<file path="src/rtl/param_seq_detector.sv">
// param_seq_detector: serial bit-stream matcher for a LEN-bit PATTERN.
// Run-time overlap mode, sample enable, and a saturating match counter.
`default_nettype none

module param_seq_detector #(
   parameter int              LEN     = 4,
   parameter logic [LEN-1:0]  PATTERN = 4'b1011,
   parameter int              CNT_W   = 8
) (
   input  logic             clk,
   input  logic             rst,
   input  logic             en,
   input  logic             j,
   input  logic             ovl,
   input  logic             clr,
   output logic             w,
   output logic [CNT_W-1:0] count
);

   localparam int              FW      = $clog2(LEN + 1);
   localparam logic [CNT_W-1:0] CNT_MAX = {CNT_W{1'b1}};

   generate
      if (LEN < 2 || LEN > 16) begin : g_bad_len
         $error("param_seq_detector: LEN must be in 2..16");
      end
   endgenerate

   logic [LEN-1:0]   hist_q, hist_d;
   logic [FW-1:0]    fcnt_q, fcnt_d;
   logic             w_q;
   logic [CNT_W-1:0] count_q, count_d;
   logic [LEN-1:0]   nxt;
   logic             hit;

   assign nxt = {hist_q[LEN-2:0], j};
   // fcnt gating keeps the reset-zero history from matching an all-zero pattern
   assign hit = en && (fcnt_q >= FW'(LEN - 1)) && (nxt == PATTERN);

   always_comb begin
      hist_d  = hist_q;
      fcnt_d  = fcnt_q;
      count_d = count_q;
      if (en) begin
         hist_d = nxt;
         if (hit && !ovl)
            fcnt_d = '0;
         else if (fcnt_q != FW'(LEN))
            fcnt_d = fcnt_q + 1'b1;
      end
      // A clear beats a coincident hit; that hit still pulses w but is not counted
      if (clr)
         count_d = '0;
      else if (hit && count_q != CNT_MAX)
         count_d = count_q + 1'b1;
   end

   always_ff @(posedge clk or negedge rst) begin
      if (!rst) begin
         hist_q  <= '0;
         fcnt_q  <= '0;
         w_q     <= 1'b0;
         count_q <= '0;
      end else begin
         hist_q  <= hist_d;
         fcnt_q  <= fcnt_d;
         w_q     <= hit;
         count_q <= count_d;
      end
   end

   assign w     = w_q;
   assign count = count_q;

endmodule

`default_nettype wire

</file>
<file path="config.mk">
export PLATFORM = sky130hd
export DESIGN_NAME = param_seq_detector
export DESIGN_NICKNAME = d
export VERILOG_FILES = /design/src/rtl/param_seq_detector.sv
export SDC_FILE = /design/constraint.sdc
export NUM_CORES = 1
export LEC_CHECK = 0
export BUFFER_PORTS_ARGS = -buffer_cell sky130_fd_sc_hd__buf_2
export CAP_MARGIN = 20
export CORE_ASPECT_RATIO = 0.9
export CORE_MARGIN = 2
export CORE_UTILIZATION = 35
export DETAILED_ROUTE_END_ITERATION = 10
export GPL_ROUTABILITY_DRIVEN = 0
export PLACE_DENSITY = 0.64
export SLEW_MARGIN = 30
export SYNTH_ARGS = -nofsm -noshare
export SYNTH_HDL_FRONTEND = slang
export SYNTH_SLANG_ARGS = --single-unit
</file>
<file path="constraint.sdc">
create_clock -name clk -period 6.9 [get_ports clk]
set_clock_uncertainty 0.2 [all_clocks]
set_input_delay 0.345 -clock clk [delete_from_list [all_inputs] [get_ports clk]]
set_output_delay 0.345 -clock clk [all_outputs]
set_load 0.1 [all_outputs]
</file>
==> impl_metrics.json, run 1 <==
{
  "status": "complete, no violations",
  "cts.path.max_buffers": 2,
  "fp-row-count": 16,
  "final_cell_mix": "dfrtp_1, buf_2, a21oi_1",
  "critPathMaxFanout": 17,
  "drtPass1Iterations": 4,
  "diodes": 0,
  "synth_top_area_share_pct": 48.47,
  "synth_warnings": 0,
  "yosysTopAreaCell": "dfrtp_1",
  "remaining_drc_errors": 0,
  "cap_violations": 0,
  "setup_violations": 0,
  "wl_per_cell_um": 12.98,
  "initial_core_util_pct": 36.16,
  "worstMarginPinSlew_ns": 0.5935,
  "syn_avg_cell_area_um2": 9.681,
  "grt_pass1_wl_um": 2746,
  "cp_top_family": "simple AND/OR/NAND/NOR gates",
  "detail-route-antenna-nets": 0,
  "seq_area_um2": 375.4,
  "cp-end-kind": "flip-flop",
  "ys_ff_latch": 15,
  "yosysUniqueCellTypes": 27,
  "tns_ns": 0,
  "grt.total_usage_pct": 14.38,
  "via_count": 629,
  "synth.area.top_cells": "dfrtp_1, ha_1, a21oi_1",
  "cp.required_ns": 6.87,
  "syn_nets": 90,
  "rsz0062_at_grt": "false",
  "wl_um": 1584,
  "clk_latency_ns": 0.28,
  "first_global_vias": 616,
  "crit_path_cell_trace": "ha_1 > ha_1 > a211oi_1 > or4_1 > nor4_1 > mux2_1",
  "fin_crit_sh_pct": 36.18,
  "postSynthCellCount": 80,
  "via_per_inst": 5.156,
  "cts_root_buf": "clkbuf_4",
  "slowest_stage": "or4_1",
  "dieWidth_um": 53.59,
  "final_common_cell": "dfrtp_1",
  "n_fill_cell": 215,
  "finalMaxSlewViolations": 0,
  "grt_remaining_overflow": 0,
  "die_area_um2": 2606,
  "area_growth_pct": 15.99,
  "drtIter0Drc": 11,
  "leakage_nw": 0.4184,
  "max_freq_ghz": 0.4005,
  "startpoint_type": "flip-flop",
  "hold_path.class": "in2reg",
  "io_buffers": 14,
  "clkTransAtPathRegs_ns": 0.09,
  "yosysSeqAreaShare_pct": 48.47,
  "max_slew_margin_pct": 60.29,
  "power_density_nw_per_um2": 235.1,
  "cts_buffers": 3,
  "antenna_found_initial": 0,
  "htreeDepth": 1,
  "io_pins": 15,
  "crit_buf_inv": 0,
  "coreArea_um2": 2142,
  "finalHoldViolations": 0,
  "grt_max_degree": 18,
  "finalCriticalPeriod_ns": 2.497,
  "multi_input_area_um2": 355.3,
  "dpl_cell_area_um2": 860.8,
  "die_height_um": 48.63,
  "fin_area_um2": 898.4,
  "drive_gt1_share_pct": 22.11,
  "cts.sinks": 15,
  "worstSetupPathType": "reg2reg",
  "synth_area_um2": 774.5,
  "place_hpwl_um": 1129,
  "irDropWorstVdd_mv": 0.1239,
  "tritoncts": "done",
  "cpMostUsedCell": "ha_1",
  "nNetsFinal": 106,
  "critPathArrivalTime_ns": 2.47,
  "cp_slowest_stage_delay_ns": 0.67
}
report_power, final:
| part | internal (W) | switching [W] | total, W |
|---|---|---|---|
| registers | 0.000100 | 0.0000108 | 0.000111 |
| clock network | 0.0000215 | 0.0000291 | 0.0000507 |
| logic | 0.0000220 | 0.0000278 | 0.0000498 |
| total | 0.000143 | 0.0000677 | 0.000211 |
worst reg2reg max path, delay by kind of cell, from the launching register on:
family                     cells  cell delay [ns]
AOI/OAI and AO/OA              1             0.04
adders and majority gates      2             0.32
DFF                            1             0.41
muxes                          1             0.36
and+or+nand+nor                2             1.07
Yosys cell counts:
cell type   n
o41ai_1     2
nand4_1     1
nand2_1     4
buf_1       1
or4_1       5
xnor2_1     1
mux2_2      2
nor3_1      1
clkbuf_1    1
a21oi_1     8
a21boi_0    1
nor4_1      1
inv_1       6
or3b_1      1
nor2b_1     2
o31ai_1     3
or3_1       2
inv_2       1
nand3_1     4
o21ai_0     3
nor2_1      5
o21ai_1     2
mux2_1      1
a211oi_1    1
dfrtp_1    15
buf_2       2
ha_1        4
state kept, by name, summed over array words and instances, names as in the netlist:
name    flops
hist_q      3
count       8
w           1
fcnt_q      3
stage by stage:
stage | cells | hold slack [ns] | utilization [%] | worst slack, ns | power, W
floorplan | 80 | -0.1506 | - | 4.451 | 0.0001474
global placement | 117 | 0.06809 | 40.19 | 4.493 | 0.0001573
detailed placement | 117 | 0.07032 | 40.19 | 4.432 | 0.0001618
CTS | 122 | 0.08758 | 41.94 | 4.400 | 0.0002145
global route | 122 | 0.1111 | 41.94 | 4.221 | 0.0002264
finish | 122 | 0.08907 | 41.94 | 4.403 | 0.0002112
logic make-up after synthesis:
family | count (synthesis) | share of synthesized area, %
and+or+nand+nor | 26 | 18.42
buffers and inverters | 11 | 5.653
AOI/OAI and AO/OA | 20 | 15.51
adders and majority gates | 4 | 6.462
xor gates and xnor gates | 1 | 1.131
muxes | 3 | 4.362
DFF | 15 | 48.47
repair_timing:
action                                 CTS  global route
hold buffers                             1             0
resized for setup                        0             0
endpoints found under the hold margin   15             0
setup buffers                            0             0
area by class of cell:
cell class | count | area share, %
clock buffers | 3 | 2.507
clock inverters | 1 | 0.5571
inverters | 7 | 2.925
multi-input cells | 54 | 39.55
flip-flops and latches | 15 | 41.78
well taps | 27 | 3.760
repair buffers | 15 | 8.914
routing by layer:
layer	part of all wire, %	vias up	global-route usage [%]
met5	0	-	0
met4	1.2	0	8.974
met3	2.3	2	1.852
met2	50	9	19.34
met1	46	298	21.34
li1	-	320	-
final timing paths:
path                        endpoint  startpoint  cells after the start  slack (ns)
max in group asynchronous  hist_q[1]         rst                      2        5.97
min in group asynchronous   count[1]         rst                      2        0.28
hold reg to reg            hist_q[2]   hist_q[2]                      1        0.34
setup reg to reg            count[5]   fcnt_q[0]                      6        4.40
hold / removal             hist_q[0]           j                      3        0.09
setup / recovery            count[5]   fcnt_q[0]                      6        4.40
(Power assumes the default switching activity.)
==> run 2: changes to the inputs <==
Clock period 6.9 ns to 2.62 ns, I/O delays scaled along.
==> impl_metrics.json, run 2 (same netlist as run 1, synthesis figures left out) <==
{
  "status": "complete, no violations",
  "leakage_nw": 0.4467,
  "worstMarginPinSlew_ns": 0.6014,
  "detail-route-antenna-nets": 0,
  "diodes": 0,
  "wl_per_cell_um": 12.60,
  "cts.path.max_buffers": 2,
  "grt_remaining_overflow": 0,
  "n_fill_cell": 210,
  "final_cell_mix": "dfrtp_1, buf_2, a21oi_1",
  "via_per_inst": 5.202,
  "grt.total_usage_pct": 13.78,
  "hold_path.class": "in2async",
  "io_pins": 15,
  "clkTransAtPathRegs_ns": 0.10,
  "largest_reg_flops": 8,
  "setup_violations": 0,
  "nNetsFinal": 113,
  "drive_gt1_share_pct": 21.57,
  "htreeDepth": 1,
  "finalHoldViolations": 0,
  "dpl_cell_area_um2": 868.3,
  "power_density_nw_per_um2": 582.8,
  "hold_ws_ns": 0.09377,
  "grt_max_degree": 16,
  "irDropWorstVdd_mv": 0.3170,
  "remaining_drc_errors": 0,
  "startpoint_type": "flip-flop",
  "area_growth_pct": 24.72,
  "cts_root_buf": "clkbuf_4",
  "dieWidth_um": 53.59,
  "power_w": 0.0005629,
  "cts.sinks": 15,
  "io_buffers": 14,
  "clk_latency_ns": 0.28,
  "initial_core_util_pct": 36.16,
  "finalMaxSlewViolations": 0,
  "max_freq_ghz": 0.4124,
  "coreArea_um2": 2142,
  "critPathArrivalTime_ns": 2.39,
  "max_slew_margin_pct": 59.76,
  "grt_pass1_wl_um": 2663,
  "die_area_um2": 2606,
  "cts_buffers": 3,
  "cp.required_ns": 2.58,
  "drtPass1Iterations": 4,
  "fin_area_um2": 965.9,
  "cap_violations": 0,
  "final_common_cell": "dfrtp_1",
  "fin_crit_sh_pct": 92.56,
  "drtIter0Drc": 19,
  "die_height_um": 48.63,
  "finalCriticalPeriod_ns": 2.425,
  "fp-row-count": 16,
  "wl_um": 1625,
  "first_global_vias": 591,
  "via_count": 671,
  "tritoncts": "done",
  "place_hpwl_um": 1097,
  "tns_ns": 0,
  "antenna_found_initial": 0,
  "critPathMaxFanout": 10,
  "worstSetupPathType": "reg2reg",
  "rsz0062_at_grt": "false",
  "cp-end-kind": "flip-flop"
}
run 2: cell count changes in the layout (fill, tap and decap cells not counted), sizes merged:
cell         delta
dlygate4sd3     +6
buf             +1
run 2: worst max-delay path, cell delays in order, from the launching register on:
cell,delay [ns]
dfrtp_1,0.43
ha_1,0.18
ha_1,0.14
a211oi_1,0.04
or4_1,0.58
buf_4,0.24
o41ai_1,0.39
a21oi_1,0.11
run 2: worst paths after layout:
path	startpoint	endpoint	slack (ns)	cells after the start
max reg2reg	fcnt_q[0]	count[7]	0.19	7
min	rst	count[2]	0.09	2
min in group clk	hist_q[2]	hist_q[2]	0.33	1
min reg2reg	hist_q[2]	hist_q[2]	0.33	1
max in group asynchronous	rst	hist_q[2]	1.88	2
max	fcnt_q[0]	count[7]	0.19	7
run 2: report_power, final:
| group | leakage (nW) | internal, W | switching (W) |
|---|---|---|---|
| Sequential | 0.198 | 0.000263 | 0.0000288 |
| Combinational | 0.231 | 0.0000646 | 0.0000709 |
| Clock | 0.0177 | 0.0000567 | 0.0000787 |
| Total | 0.447 | 0.000384 | 0.000178 |
run 2: through the flow:
stage | setup WS, ns | utilization [%] | std cells
finish | 0.1949 | 45.09 | 129
global route | 0.05535 | 45.09 | 129
CTS | 0.1882 | 45.09 | 129
detailed placement | 0.2228 | 40.54 | 118
global placement | 0.3368 | 40.54 | 118
floorplan | 0.1711 | - | 80
run 2: layer usage:
layer | global-route usage [%] | vias up | wire [um] | share of wire [%]
li1 | - | 334 | - | -
met1 | 20.68 | 318 | 797 | 49
met2 | 19.34 | 15 | 745 | 46
met3 | 1.852 | 4 | 49 | 3.0
met4 | 6.410 | 0 | 33 | 2.0
met5 | 0 | - | 0 | 0
run 2: what timing repair did:
| action | in CTS | in global routing |
|---|---|---|
| setup endpoints to repair | 0 | 0 |
| setup buffers | 0 | 0 |
| hold buffers | 7 | 0 |
| gates resized for setup | 0 | 0 |
| hold endpoints to repair | 28 | 0 |
run 2: final cells by class:
| cell class | count | area, um^2 | area share, % |
|---|---|---|---|
| Sequential cell | 15 | 375.4 | 38.86 |
| Tap cell | 27 | 33.78 | 3.497 |
| Timing Repair Buffer | 22 | 147.6 | 15.29 |
| Clock inverter | 1 | 5.005 | 0.5181 |
| Multi-Input combinational cell | 54 | 355.3 | 36.79 |
| Clock buffer | 3 | 22.52 | 2.332 |
| Inverter | 7 | 26.28 | 2.720 |
==> run 3: changes to the inputs <==
==> constraint.sdc (replaced) <==
create_clock -name clk -period 2.62 [get_ports clk]
set_clock_uncertainty 0.2 [all_clocks]
set_input_delay 0.262 -clock clk [delete_from_list [all_inputs] [get_ports clk]]
set_output_delay 0.262 -clock clk [all_outputs]
set_load 0.1 [all_outputs]
==> impl_metrics.json, run 3 (same netlist as run 1, synthesis figures left out) <==
{
  "grt_pass1_wl_um": 2532,
  "worstMarginPinSlew_ns": 0.6011,
  "cp-end-kind": "flip-flop",
  "cts_root_buf": "clkbuf_4",
  "diodes": 0,
  "dieWidth_um": 53.59,
  "final_common_cell": "dfrtp_1",
  "slowest_stage": "or4_1",
  "rsz0062_at_grt": "false",
  "hold_path_startpoint": "j",
  "cp.required_ns": 2.58,
  "tns_ns": 0,
  "r2r_setup_slack_ns": 0.20,
  "area_growth_pct": 16.96,
  "coreArea_um2": 2142,
  "drive_gt1_share_pct": 22.92,
  "cts_resized": 0,
  "stdcell_count": 123,
  "via_count": 648,
  "cp_top_family": "simple AND/OR/NAND/NOR gates",
  "cpMostUsedCell": "ha_1",
  "drtIter0Drc": 16,
  "die_area_um2": 2606,
  "finalHoldViolations": 0,
  "nNetsFinal": 107,
  "cp_slowest_stage_delay_ns": 0.59,
  "post-route-util_pct": 42.29,
  "status": "complete, no violations",
  "worstHoldPathCells": 3,
  "min_to": "hist_q[0]",
  "grt_max_degree": 16,
  "wl_um": 1567,
  "detail-route-antenna-nets": 0,
  "power_w": 0.0005545,
  "cap_violations": 0,
  "io_pins": 15,
  "die_height_um": 48.63,
  "worstSetupPathType": "reg2reg",
  "wl_per_cell_um": 12.74,
  "regToRegEndpoint": "count[7]",
  "htreeDepth": 1,
  "crit_path_cell_trace": "ha_1 > ha_1 > a211oi_1 > or4_1 > buf_4 > o41ai_1 > a21oi_1",
  "via_per_inst": 5.268,
  "largest_reg_flops": 8,
  "first_global_vias": 560,
  "clk_latency_ns": 0.28,
  "fp-row-count": 16,
  "io_buffers": 14,
  "hold_ws_ns": 0.008838,
  "reg2regPathDepth": 7,
  "finalMaxSlewViolations": 0,
  "grt.total_usage_pct": 13.17,
  "power_density_nw_per_um2": 612.2,
  "startpoint_type": "flip-flop",
  "remaining_drc_errors": 0,
  "antenna_found_initial": 0,
  "crit_path_start": "fcnt_q[0]",
  "clkTransAtPathRegs_ns": 0.10,
  "initial_core_util_pct": 36.16,
  "grt_remaining_overflow": 0,
  "max_freq_ghz": 0.4125,
  "setup_violations": 0,
  "tritoncts": "done",
  "place_hpwl_um": 1097,
  "holdBufCountCts": 1,
  "critPathArrivalTime_ns": 2.39,
  "r2r_start": "fcnt_q[0]",
  "drtPass1Iterations": 4,
  "cts.path.max_buffers": 2,
  "fin_crit_sh_pct": 92.53,
  "final_cell_mix": "dfrtp_1, buf_2, a21oi_1",
  "max_slew_margin_pct": 59.78,
  "crit_buf_inv": 1,
  "post_cts_buffers": 0,
  "cts.sinks": 15,
  "hold_path.class": "in2reg",
  "finalCriticalPeriod_ns": 2.424,
  "critPathMaxFanout": 10,
  "dp_cells": 118,
  "leakage_nw": 0.4225,
  "irDropWorstVdd_mv": 0.3104,
  "cts_buffers": 3
}
==> run 3: changes by cell type in the layout (fill, tap and decap cells not counted), sizes merged <==
cell,change
dlygate4sd3,-6
==> run 3: power by group <==
group / internal (W) / leakage (nW) / switching (W)
Clock: 0.0000567 / 0.0177 / 0.0000786
Sequential: 0.000263 / 0.198 / 0.0000284
Combinational: 0.0000580 / 0.207 / 0.0000696
Total: 0.000378 / 0.423 / 0.000177
==> run 3: per-stage QoR <==
stage               instance area [um^2]  worst slack (ns)
finish                             905.9            0.1958
global placement                   868.3            0.3368
global route                       905.9           0.05972
CTS                                905.9            0.1882
detailed placement                 868.3            0.2228
floorplan                          774.5            0.1711
==> run 3: layout make-up <==
class                           instances  area [um^2]
Sequential cell                        15        375.4
Fill cell                             216         1236
Clock buffer                            3        22.52
Clock inverter                          1        5.005
Multi-Input combinational cell         54        355.3
Timing Repair Buffer                   16        87.58
Tap cell                               27        33.78
Inverter                                7        26.28
==> run 3: worst register-to-register path, cell delays in order (launching register included) <==
cell,delay (ns)
dfrtp_1,0.43
ha_1,0.18
ha_1,0.14
a211oi_1,0.04
or4_1,0.59
buf_4,0.24
o41ai_1,0.39
a21oi_1,0.11
==> run 3: per-layer routing <==
layer  global-route usage (%)  part of all wire (%)
met5                        0                     0
met4                    6.410                   2.1
met3                    1.852                   3.0
met2                    18.31                    44
met1                    19.76                    51
==> run 3: how the worst max path moves through the flow <==
| stage | endpoint | cells after the start | slack, ns |
|---|---|---|---|
| 2_1_floorplan | count[5] | 6 | 0.17 |
| 3_3_place_gp | count[5] | 6 | 0.34 |
| 3_5_place_dp | count[7] | 7 | 0.22 |
| 4_1_cts | count[7] | 7 | 0.19 |
| 5_1_grt | count[7] | 7 | 0.06 |
| 6_report | count[7] | 7 | 0.20 |
